File: config.mk
export PLATFORM = sky130hd
export DESIGN_NAME = alu_mul_sequencer
export DESIGN_NICKNAME = d
export VERILOG_FILES = /design/src/rtl/alu_mul_sequencer.sv
export SDC_FILE = /design/constraint.sdc
export NUM_CORES = 1
export LEC_CHECK = 0
export BUFFER_PORTS_ARGS = -buffer_cell sky130_fd_sc_hd__buf_2
export CORE_MARGIN = 3
export CORE_UTILIZATION = 47
export DETAILED_ROUTE_END_ITERATION = 6
export PLACE_DENSITY_LB_ADDON = 0.2
export SYNTH_ARGS = -nofsm -noshare
export SYNTH_HDL_FRONTEND = slang
export SYNTH_SLANG_ARGS = --single-unit
File: constraint.sdc
create_clock -name i_clk -period 2.3 [get_ports i_clk]
set_input_delay 0.345 -clock i_clk [delete_from_list [all_inputs] [get_ports i_clk]]
set_output_delay 0.345 -clock i_clk [all_outputs]
set_load 0.05 [all_outputs]
File: src/rtl/alu_mul_sequencer.sv
// Shift-add multiplier sequencer that borrows the shared ALU adder.
// Optional MULHU (upper half) support is enabled by defining MULHU_EN.
module alu_mul_sequencer #(
    parameter int WIDTH = 32
) (
    input  logic             i_clk,
    input  logic             i_rst_n,
    input  logic             i_start_EX,
    input  logic [1:0]       i_op_EX,
    input  logic [WIDTH-1:0] i_rs1_EX,
    input  logic [WIDTH-1:0] i_rs2_EX,
    input  logic             i_flush_EX,
    input  logic [WIDTH-1:0] i_alu_result_EX,
    output logic [4:0]       o_alu_ctrl_EX,
    output logic [WIDTH-1:0] o_alu_a_EX,
    output logic [WIDTH-1:0] o_alu_b_EX,
    output logic             o_alu_own_EX,
    output logic             o_stall_EX,
    output logic             o_done_EX,
    output logic [WIDTH-1:0] o_result_EX
);

    localparam int CW = $clog2(WIDTH);
    localparam logic [CW-1:0] LAST = CW'(WIDTH - 1);
    localparam logic [4:0] ALU_ADD = 5'b00011;

    typedef enum logic [1:0] {
        IDLE = 2'b00,
        RUN  = 2'b01,
        DONE = 2'b10
    } state_t;

    state_t           state;
    state_t           state_n;
    logic [WIDTH-1:0] mcand;
    logic [WIDTH-1:0] mplier;
    logic [WIDTH-1:0] acc_hi;
    logic [CW-1:0]    cnt;
    logic             legal;
    logic             load;
    logic             bad;
    logic             step;
    logic             last;
    logic             carry;
    logic [WIDTH-1:0] acc_hi_n;
    logic [WIDTH-1:0] mplier_n;
    logic [WIDTH-1:0] fin;

`ifdef MULHU_EN
    logic             op_hi;
    assign legal = (i_op_EX == 2'b00) || (i_op_EX == 2'b01);
    assign fin   = op_hi ? acc_hi_n : mplier_n;
`else
    assign legal = (i_op_EX == 2'b00);
    assign fin   = mplier_n;
`endif

    // One accumulate step; the ALU has no carry-out, so recover it by compare.
    always_comb begin
        carry    = i_alu_result_EX < o_alu_a_EX;
        acc_hi_n = {carry, i_alu_result_EX[WIDTH-1:1]};
        mplier_n = {i_alu_result_EX[0], mplier[WIDTH-1:1]};
    end

    // State register.
    always_ff @(posedge i_clk or negedge i_rst_n) begin
        if (!i_rst_n) state <= IDLE;
        else          state <= state_n;
    end

    // Next-state decode; flush dominates terminal count and start.
    always_comb begin
        state_n = state;
        load    = 1'b0;
        bad     = 1'b0;
        step    = 1'b0;
        last    = 1'b0;
        unique case (state)
            IDLE: begin
                if (i_start_EX && !i_flush_EX) begin
                    if (legal) begin
                        load    = 1'b1;
                        state_n = RUN;
                    end else begin
                        bad     = 1'b1;
                        state_n = DONE;
                    end
                end
            end
            RUN: begin
                if (i_flush_EX) begin
                    state_n = IDLE;
                end else begin
                    step = 1'b1;
                    if (cnt == LAST) begin
                        last    = 1'b1;
                        state_n = DONE;
                    end
                end
            end
            DONE:    state_n = IDLE;
            default: state_n = IDLE;
        endcase
    end

    // Operand capture, shift-accumulate and result registers.
    always_ff @(posedge i_clk or negedge i_rst_n) begin
        if (!i_rst_n) begin
            mcand       <= '0;
            mplier      <= '0;
            acc_hi      <= '0;
            cnt         <= '0;
            o_result_EX <= '0;
`ifdef MULHU_EN
            op_hi       <= 1'b0;
`endif
        end else begin
            if (load) begin
                mcand  <= i_rs1_EX;
                mplier <= i_rs2_EX;
                acc_hi <= '0;
                cnt    <= '0;
`ifdef MULHU_EN
                op_hi  <= i_op_EX[0];
`endif
            end
            if (step) begin
                acc_hi <= acc_hi_n;
                mplier <= mplier_n;
                cnt    <= cnt + 1'b1;
            end
            if (bad)  o_result_EX <= '0;
            if (last) o_result_EX <= fin;
        end
    end

    // Moore ALU hand-over and stall decode.
    always_comb begin
        o_alu_own_EX  = (state == RUN);
        o_stall_EX    = (state == RUN) || (state == DONE);
        o_alu_ctrl_EX = o_alu_own_EX ? ALU_ADD : 5'b00000;
        o_alu_a_EX    = o_alu_own_EX ? acc_hi : '0;
        o_alu_b_EX    = (o_alu_own_EX && mplier[0]) ? mcand : '0;
        o_done_EX     = (state == DONE) && !i_flush_EX;
    end

endmodule

## Word-level counts from Yosys, hierarchy flattened

Index checks and enable logic that the tools add are counted.

| word-level totals | value |
|---|---|
| bits in registers | 135 |
| logic and storage cells | 50 |
| RAM bits | 0 |
| output and inout port bits | 104 |
| memories kept | 0 |
| latch bits | 0 |
| input bits | 102 |
| memory bits (read-only) | 0 |

| cells by class | value |
|---|---|
| bitwise gates (word level) | 0 |
| multiplexer cells | 27 |
| $lt $le $gt $ge | 1 |
| multipliers | 0 |
| add/sub/neg operators | 1 |
| eq/ne operators | 5 |
| div/mod/pow operators | 0 |
| shifts and indexed selects | 0 |
| reduce and logical (&&, ||, !) cells | 10 |

Operator list:

| kind | number |
|---|---|
| 32-bit 2-to-1 mux | 8 |
| 32-bit < comparator | 1 |
| 1-bit 2-to-1 mux | 11 |
| 2-bit 2-to-1 mux | 5 |
| 5-bit 2-to-1 mux | 2 |
| 5-bit by 1-bit adder with 5-bit output, second input constant | 1 |
| 5-bit equality test, second input constant | 1 |
| 2-bit zero test | 2 |
| 2-bit case mux with 2 select lines | 1 |
| 2-bit nonzero test | 2 |
| 1-bit logical AND | 3 |
| 3-bit by 2-bit != test with 1-bit output, second input constant | 1 |
| 2-bit by 1-bit equality test with 1-bit output, second input constant | 1 |
| 2-bit equality test, second input constant | 1 |
| 2-bit != test, second input constant | 1 |
| 2-bit AND reduction | 1 |
| 1-bit zero test | 1 |
| 1-bit logical OR | 1 |

## Logic depth before layout (Yosys ltp)

Gate-level depths: netlist of the first run.

| logic depth | value |
|---|---|
| word-level depth | 6 |
| mapped depth | 11 |
| depth with buffers taken out | 9 |

## Worst setup path before layout of the first run

No wires, ideal clock.

| path | value |
|---|---|
| path kind | flip-flop to flip-flop |
| start point | reg state[1] |
| end point | reg acc_hi[31] |
| setup slack | -657 ps |
| stages on the path, launching flop included | 12 |
| arrival time | 2863 ps |
| cell sequence | dfrtp_1 -> inv_1 -> ha_1 -> buf_2 -> clkbuf_1 -> nand2_1 -> ha_1 -> a21o_1 -> nand3_1 -> a21oi_1 -> or4b_1 -> a211oi_1 |

| between the ends | value |
|---|---|
| cells in the longest elaborated chain, start to end | 4 |
| elaborated cells between the ends (all ways) | 8 |
| classes of those cells | order compare: 1; eq/ne: 1; mux: 4; reduce/logical: 2 |

Ends and longest elaborated chain:

| what | line | RTL |
|---|---|---|
| start, declared | 33 | `state_t state;` |
| start signal, assigned | 68 | `else state <= state_n;` |
| 2-bit by 1-bit equality test with 1-bit output * | 139 | `o_alu_own_EX = (state == RUN);` |
| named net o_alu_own_EX | 17 | `output logic o_alu_own_EX,` |
| 32-bit 2-to-1 mux | 142 | `o_alu_a_EX = o_alu_own_EX ? acc_hi : '0;` |
| 32-bit < comparator | 60 | `carry = i_alu_result_EX < o_alu_a_EX;` |
| 32-bit 2-to-1 mux | 127 | `if (step) begin` |
| end signal, assigned | 128 | `acc_hi <= acc_hi_n;` |
| end, declared | 37 | `logic [WIDTH-1:0] acc_hi;` |

The timed path passes the listed nets; every way through them passes the cells marked *.
A chain may end at the register's enable or synchronous reset.

## Worst setup path after layout of the first run

| path | value |
|---|---|
| start point | reg state[1] |
| end point | reg acc_hi[31] |

| between the ends | value |
|---|---|
| cells in the longest elaborated chain, start to end | 4 |
| elaborated cells between the ends (all ways) | 8 |
| classes of those cells | order compare: 1; eq/ne: 1; mux: 4; reduce/logical: 2 |

Ends and longest elaborated chain:

| what | line |
|---|---|
| 2-bit by 1-bit equality test with 1-bit output | 78, 139 |
| 32-bit 2-to-1 mux | 142 |
| 32-bit < comparator | 60 |
| 32-bit 2-to-1 mux | 127 |

Parallel ways exist; a longest one is shown, timed or not.

==> out/summary.txt, run 1 <==
status -> completed
vias in the first global route -> 5840
period utilization -> 0.975
fin nets -> 1092
Starting Density -> 0.489
Synth Warn # -> 0
Worst Skew -> 6.92 ps
IR drop worst, VDD -> 0.674 mV
Multi-input gate area -> 0.00300 mm^2
Rel. slew slack -> 0.646
fill count -> 1189
total track usage -> 0.224
Hold Slack -> 124 ps
crit end category -> flip-flop
RSZ-0062 raised after global routing -> true
Reg area -> 0.00338 mm^2
Setup Crit Path Kind -> reg -> reg
Worst-path clk slew -> 60 ps
reg2reg setup slack -> 60 ps
Total Wirelength -> 16900 um
sequential fraction of the synthesis area -> 0.513
Via density -> 5.13
Syn Area/Cell -> 8.69 um^2
Vert. Die Dim -> 124 um
largest net degree at the start of global routing -> 56
EDFF count, synth -> 0
H-tree levels -> 4
GRT Residual Overflow -> 0
clock power share -> 0.339
switch share -> 0.318
Post-synth top flop -> dfrtp_1
I/O pin count -> 206
initial drt markers -> 358
wire per inst -> 14.8 um
initial antenna violation count -> 0
Setup Viol. Count Final -> 0
clock sinks -> 135
HP Start -> i_rs1_EX[12]
first-pass GRT wire length -> 28800 um
startpoint type of the worst setup path -> flip-flop
core area -> 0.0135 mm^2
Post-synth ARST share -> 1.00
Peak Freq -> 446 MHz
Overall Power -> 8.26 mW
Die ar. -> 0.0155 mm^2
Reg power frac -> 0.449
hpwl dp -> 11800 um
Final GP Congestion -> 0.853
Yosys cell types -> 34
pre-CTS setup slack -> -84.8 ps
Antenna Violating Nets Remaining -> 0
Row Count -> 42
cts bufs inserted -> 17
layout cells sized above 1 -> 0.299
CTS tree -> built
cell area after synthesis -> 0.00658 mm^2
via count -> 5866
Area Overhead vs Synth -> 32.3%
final count of hold timing violations -> 0
combinational share of power -> 0.213
CTS Buffer Depth -> 2
Critical Path RT -> 2630 ps
pwr/cell area -> 948 mW/mm^2
drt drc -> 0
CP Max Fanout -> 9
Crit path arrival time -> 2570 ps
First-pass DRT Iterations -> 4
P_sw -> 2.63 mW
ANT cells -> 0
Reg2Reg Launch Point -> state[1]$_DFFE_PN0P_
worst hold path type -> in -> reg
final slew viol count -> 0
Port Buf Inserts -> 202
setup slack after layout -> 58.1 ps
Clk Latency, worst-skew pair -> 410 ps
Max Cap Viol -> 0
Internal -> 5.63 mW
Synth Instances -> 757
clk root buf -> clkbuf_16
crit path launch -> state[1]$_DFFE_PN0P_
FF+latch count, synth -> 135
Die Wd -> 124 um
actual slew at the worst max-slew pin -> 531 ps
Pleak -> 4.89 nW
post-layout min period -> 2240 ps
state kept, by name, indices dropped and copies added, names as in the netlist:
register and flops:
mplier 32, o_result_EX 32, cnt 5, acc_hi 32
state 2, mcand 32
critical path, stage by stage (launching register included):
cell and delay (ps):
dfrtp_1 380, inv_2 80, ha_4 190, buf_12 140, nand2_4 50, ha_4 240, a21o_1 150, nand3_1 70
a21oi_1 80, or4b_4 560, a211oi_2 220
power by group through the flow:
stage / clock, mW / combinational [mW] / sequential (mW)
after floorplan: 0 / 1.28 / 3.60
after global placement: 0 / 1.68 / 3.72
after detailed placement: 0 / 1.74 / 3.72
after CTS: 2.86 / 1.76 / 3.70
after global routing: 2.98 / 2.02 / 3.82
final: 2.80 / 1.76 / 3.70
timing repair:
action,in CTS,in global routing
resized for setup,2,24
pin swaps,0,1
hold endpoints to repair,52,0
hold buffers,1,0
buffers inserted,3,0
setup endpoints to repair,33,20
layout make-up:
cell class | count | area share
sequential | 135 | 0.388
multi-input combinational | 533 | 0.345
clock inverter | 14 | 0.0200
clock buffer | 18 | 0.0504
tap | 176 | 0.0253
timing repair buffer | 231 | 0.156
inverter | 36 | 0.0155
worst paths after layout:
path / end / cells after the start
max: acc_hi[31]$_DFFE_PN0P_ / 10
max in group asynchronous: mplier[31]$_DFFE_PN0P_ / 3
min in group asynchronous: acc_hi[19]$_DFFE_PN0P_ / 2
max reg2reg: acc_hi[31]$_DFFE_PN0P_ / 10
min reg2reg: mcand[5]$_DFFE_PN0P_ / 2
min: mcand[12]$_DFFE_PN0P_ / 3
cells in the mapped netlist, drive strengths merged (3+ instances only):
cell type,count,area share
buf,24,0.019
nand4,5,0.0048
a31oi,33,0.032
and3,35,0.033
dfrtp,135,0.51
clkbuf,31,0.018
a21oi,16,0.012
nand3,8,0.0061
ha,36,0.068
o21ai,38,0.029
inv,36,0.021
nor2,38,0.022
a22o,33,0.044
nor2b,3,0.0032
nand2,267,0.15
placed cells by master, fill, tap and decap left out, types with 3 or more instances in the layout:
master | synthesis | routed
nand2_2 | 0 | 5
buf_4 | 5 | 21
conb_1 | 1 | 3
a31oi_1 | 32 | 32
nand4_1 | 5 | 5
and3_1 | 35 | 34
ha_1 | 36 | 27
bufinv_16 | 0 | 3
a22o_1 | 33 | 33
nand3_1 | 8 | 7
nor2_1 | 38 | 38
ha_4 | 0 | 9
o21ai_1 | 37 | 37
inv_1 | 36 | 35
a21oi_1 | 16 | 15
inv_6 | 0 | 3
buf_12 | 0 | 5
buf_2 | 14 | 182
dfrtp_1 | 135 | 135
clkbuf_16 | 0 | 17
clkinvlp_4 | 0 | 4
clkbuf_4 | 0 | 19
nand2_1 | 267 | 261
kinds of logic (layout without fill, tap and decap cells):
kind of cell / count (synthesis) / after routing / synth area share
xor gates and xnor gates: 1 / 1 / 0.00133
adders and majority gates: 36 / 36 / 0.0684
AOI/OAI and AO/OA: 128 / 128 / 0.128
buffers and inverters: 91 / 299 / 0.0574
other: 1 / 3 / 0.000570
DFF: 135 / 135 / 0.513
and+or+nand+nor: 365 / 365 / 0.231
layer usage:
layer | part of all wire | GRT usage | up-vias
met3 | 0.074 | 0.0750 | 14
met4 | 0.013 | 0.0645 | 0
li1 | - | - | 2902
met1 | 0.44 | 0.307 | 2764
met5 | 0 | 0 | -
met2 | 0.47 | 0.340 | 186
stage by stage:
stage / TNS [ps] / instances / area, um^2 / util
final: 0 / 1143 / 8710 / 0.647
after global placement: -24.6 / 1107 / 7960 / 0.592
after CTS: 0 / 1143 / 8640 / 0.642
after global routing: -78.3 / 1143 / 8710 / 0.647
after floorplan: -60.9 / 759 / 6770 / -
after detailed placement: -84.8 / 1107 / 7960 / 0.592
Note: power is estimated with default switching activity, not from simulation.
==> inputs of run 2 (changes only) <==
- CORE_UTILIZATION: 47 -> 49
- clock period: 2.3 -> 2.14 ns (I/O delays scaled with it)
==> out/summary.txt, run 2 (synthesis gave the netlist of run 1 again) <==
Clk Latency, worst-skew pair -> 410 ps (about the same)
Antenna Violating Nets Remaining -> 0 (unchanged)
Max Cap Viol -> 0 (unchanged)
Reg area -> 0.00338 mm^2 (unchanged)
Hold Slack -> 94.4 ps (-30.1 ps)
most frequent cells in the layout -> nand2_1 (257), buf_2 (156), dfrtp_1 (135)
Setup Viol. Count Final -> 33 (+33)
Worst Skew -> 6.04 ps (-0.879 ps)
via count -> 6254 (+6.6%)
startpoint type of the worst setup path -> flip-flop
WHS Endpoint -> mcand[25]$_DFFE_PN0P_
DP Area -> 0.00817 mm^2 (+2.6%)
fin nets -> 1119 (+2.5%)
clock sinks -> 135 (unchanged)
total track usage -> 0.244 (+0.0199)
final slew viol count -> 0 (unchanged)
Die ar. -> 0.0149 mm^2 (-3.9%)
clk root buf -> clkbuf_16
reg2reg setup slack -> -70 ps (-130 ps)
HP Start -> i_rs1_EX[25]
Final GP Congestion -> 0.895 (+5.0%)
drt drc -> 0 (unchanged)
fill count -> 946 (-20%)
busiest grt layer -> met2
Hold Path Cell Cnt -> 3 (unchanged)
Total Wirelength -> 19200 um (+13%)
final count of hold timing violations -> 0 (unchanged)
CTS tree -> built
layout cells sized above 1 -> 0.353 (+0.0543)
placed instance count -> 1125 (+1.6%)
setup slack after layout -> -68.4 ps (-126 ps)
post-route insts no fill -> 1166 (+2.0%)
Peak Freq -> 453 MHz (+1.5%)
initial antenna violation count -> 0 (unchanged)
Setup Crit Path Kind -> reg -> reg
CTS Buffer Depth -> 2 (unchanged)
Pleak -> 5.09 nW (+4.0%)
design area -> 0.00946 mm^2 (+8.6%)
pwr/cell area -> 958 mW/mm^2 (+1.0%)
Port Buf Inserts -> 202 (unchanged)
I/O pin count -> 206 (unchanged)
Area Overhead vs Synth -> 43.7%
Via density -> 5.36 (+4.5%)
Core Util, Final -> 0.735 (+0.0874)
initial drt markers -> 428 (+20%)
M2 GR Usage -> 0.397 (+0.0574)
Worst-path clk slew -> 60 ps (about the same)
post-layout min period -> 2210 ps (-33.6 ps)
largest net degree at the start of global routing -> 53 (-5.4%)
worst hold path type -> in -> reg
RSZ-0062 raised after global routing -> true
Reg2Reg Launch Point -> state[1]$_DFFE_PN0P_
vias in the first global route -> 5959 (+2.0%)
IR drop worst, VDD -> 0.620 mV (-8.0%)
GRT met3 Usage -> 0.0669 (-0.00819)
ANT cells -> 0 (unchanged)
pre-CTS setup slack -> -129 ps (-44.3 ps)
cts bufs inserted -> 17 (unchanged)
crit path launch -> state[1]$_DFFE_PN0P_
GRT Residual Overflow -> 0 (unchanged)
most common cell after layout, fill and taps aside -> nand2_1
H-tree levels -> 4 (unchanged)
core area -> 0.0129 mm^2 (-4.3%)
hpwl dp -> 12300 um (+4.4%)
CP Max Fanout -> 7 (-2)
status -> finished with violations
Row Count -> 41 (-2.4%)
Multi-input gate area -> 0.00320 mm^2 (+6.5%)
Vert. Die Dim -> 122 um (-2.0%)
Die Wd -> 122 um (-2.0%)
first-pass GRT wire length -> 28800 um (about the same)
reg2reg end -> acc_hi[31]$_DFFE_PN0P_
Crit path arrival time -> 2540 ps (-30 ps)
wire per inst -> 16.4 um (+11%)
Critical Path RT -> 2470 ps (-160 ps)
failing checks -> setup timing
Starting Density -> 0.511 (+0.0219)
met1 Usage GRT -> 0.318 (+0.0106)
First-pass DRT Iterations -> 5 (+1)
crit end category -> flip-flop
worst-case reg-to-reg path depth -> 9 (-1)
period utilization -> 1.03 (+0.0572)
run 2: cell count changes in the layout (fill, tap and decap cells not counted), moves of 3 or more:
cell | before | now
and3_1 | 34 | 3
buf_4 | 21 | 49
buf_8 | 1 | 31
and3_4 | 1 | 31
clkbuf_4 | 19 | 7
buf_12 | 5 | 8
nand2_1 | 261 | 257
nand2_4 | 1 | 5
buf_2 | 182 | 156
run 2: per-stage QoR:
stage / setup TNS, ps / power (mW)
floorplan: -221 / 5.25
global placement: -62.9 / 5.86
detailed placement: -129 / 5.94
CTS: -1320 / 8.91
global route: -4340 / 9.60
finish: -1440 / 9.06
run 2: final cells by class:
type                       instances  area share
timing repair buffer             258       0.206
inverter                          36      0.0143
tap                              172      0.0227
multi-input combinational        533       0.338
sequential                       135       0.357
clock buffer                      20      0.0483
clock inverter                    12      0.0134
run 2: how the worst max path moves through the flow:
stage	to	cells after the start
4_1_cts	acc_hi[31]$_DFFE_PN0P_	10
2_1_floorplan	acc_hi[31]$_DFFE_PN0P_	11
5_1_grt	acc_hi[31]$_DFFE_PN0P_	9
3_5_place_dp	acc_hi[31]$_DFFE_PN0P_	9
3_3_place_gp	acc_hi[31]$_DFFE_PN0P_	10
6_report	acc_hi[31]$_DFFE_PN0P_	9
run 2: repair_timing:
action,in CTS,in global routing
endpoints found under the hold margin,40,0
hold buffers,1,0
pin swaps,6,0
gates cloned,1,2
setup endpoints to repair,43,46
gates resized for setup,53,107
buffers inserted,2,3
run 2: metal layers:
metal | wire [um] | vias up | share of wire
met3 | 1450 | 26 | 0.076
met4 | 320 | 0 | 0.017
li1 | - | 2962 | -
met1 | 7610 | 3056 | 0.40
met5 | 0 | - | 0
met2 | 9770 | 210 | 0.51
run 2: worst max-delay path, stage by stage, from the launching register on:
cell	delay (ps)
dfrtp_1	390
inv_2	80
ha_4	220
buf_12	150
nand2_1	70
ha_1	310
o2111ai_2	100
a311oi_1	120
or4b_4	510
a211oi_2	180
run 2: report_power, final:
| part | internal, mW | leakage [nW] | switching, mW | total [mW] |
|---|---|---|---|---|
| clock | 1.77 | 0.274 | 1.09 | 2.86 |
| sequential | 3.43 | 1.77 | 0.618 | 4.05 |
| combinational | 0.880 | 3.05 | 1.27 | 2.15 |
| total | 6.08 | 5.09 | 2.98 | 9.06 |
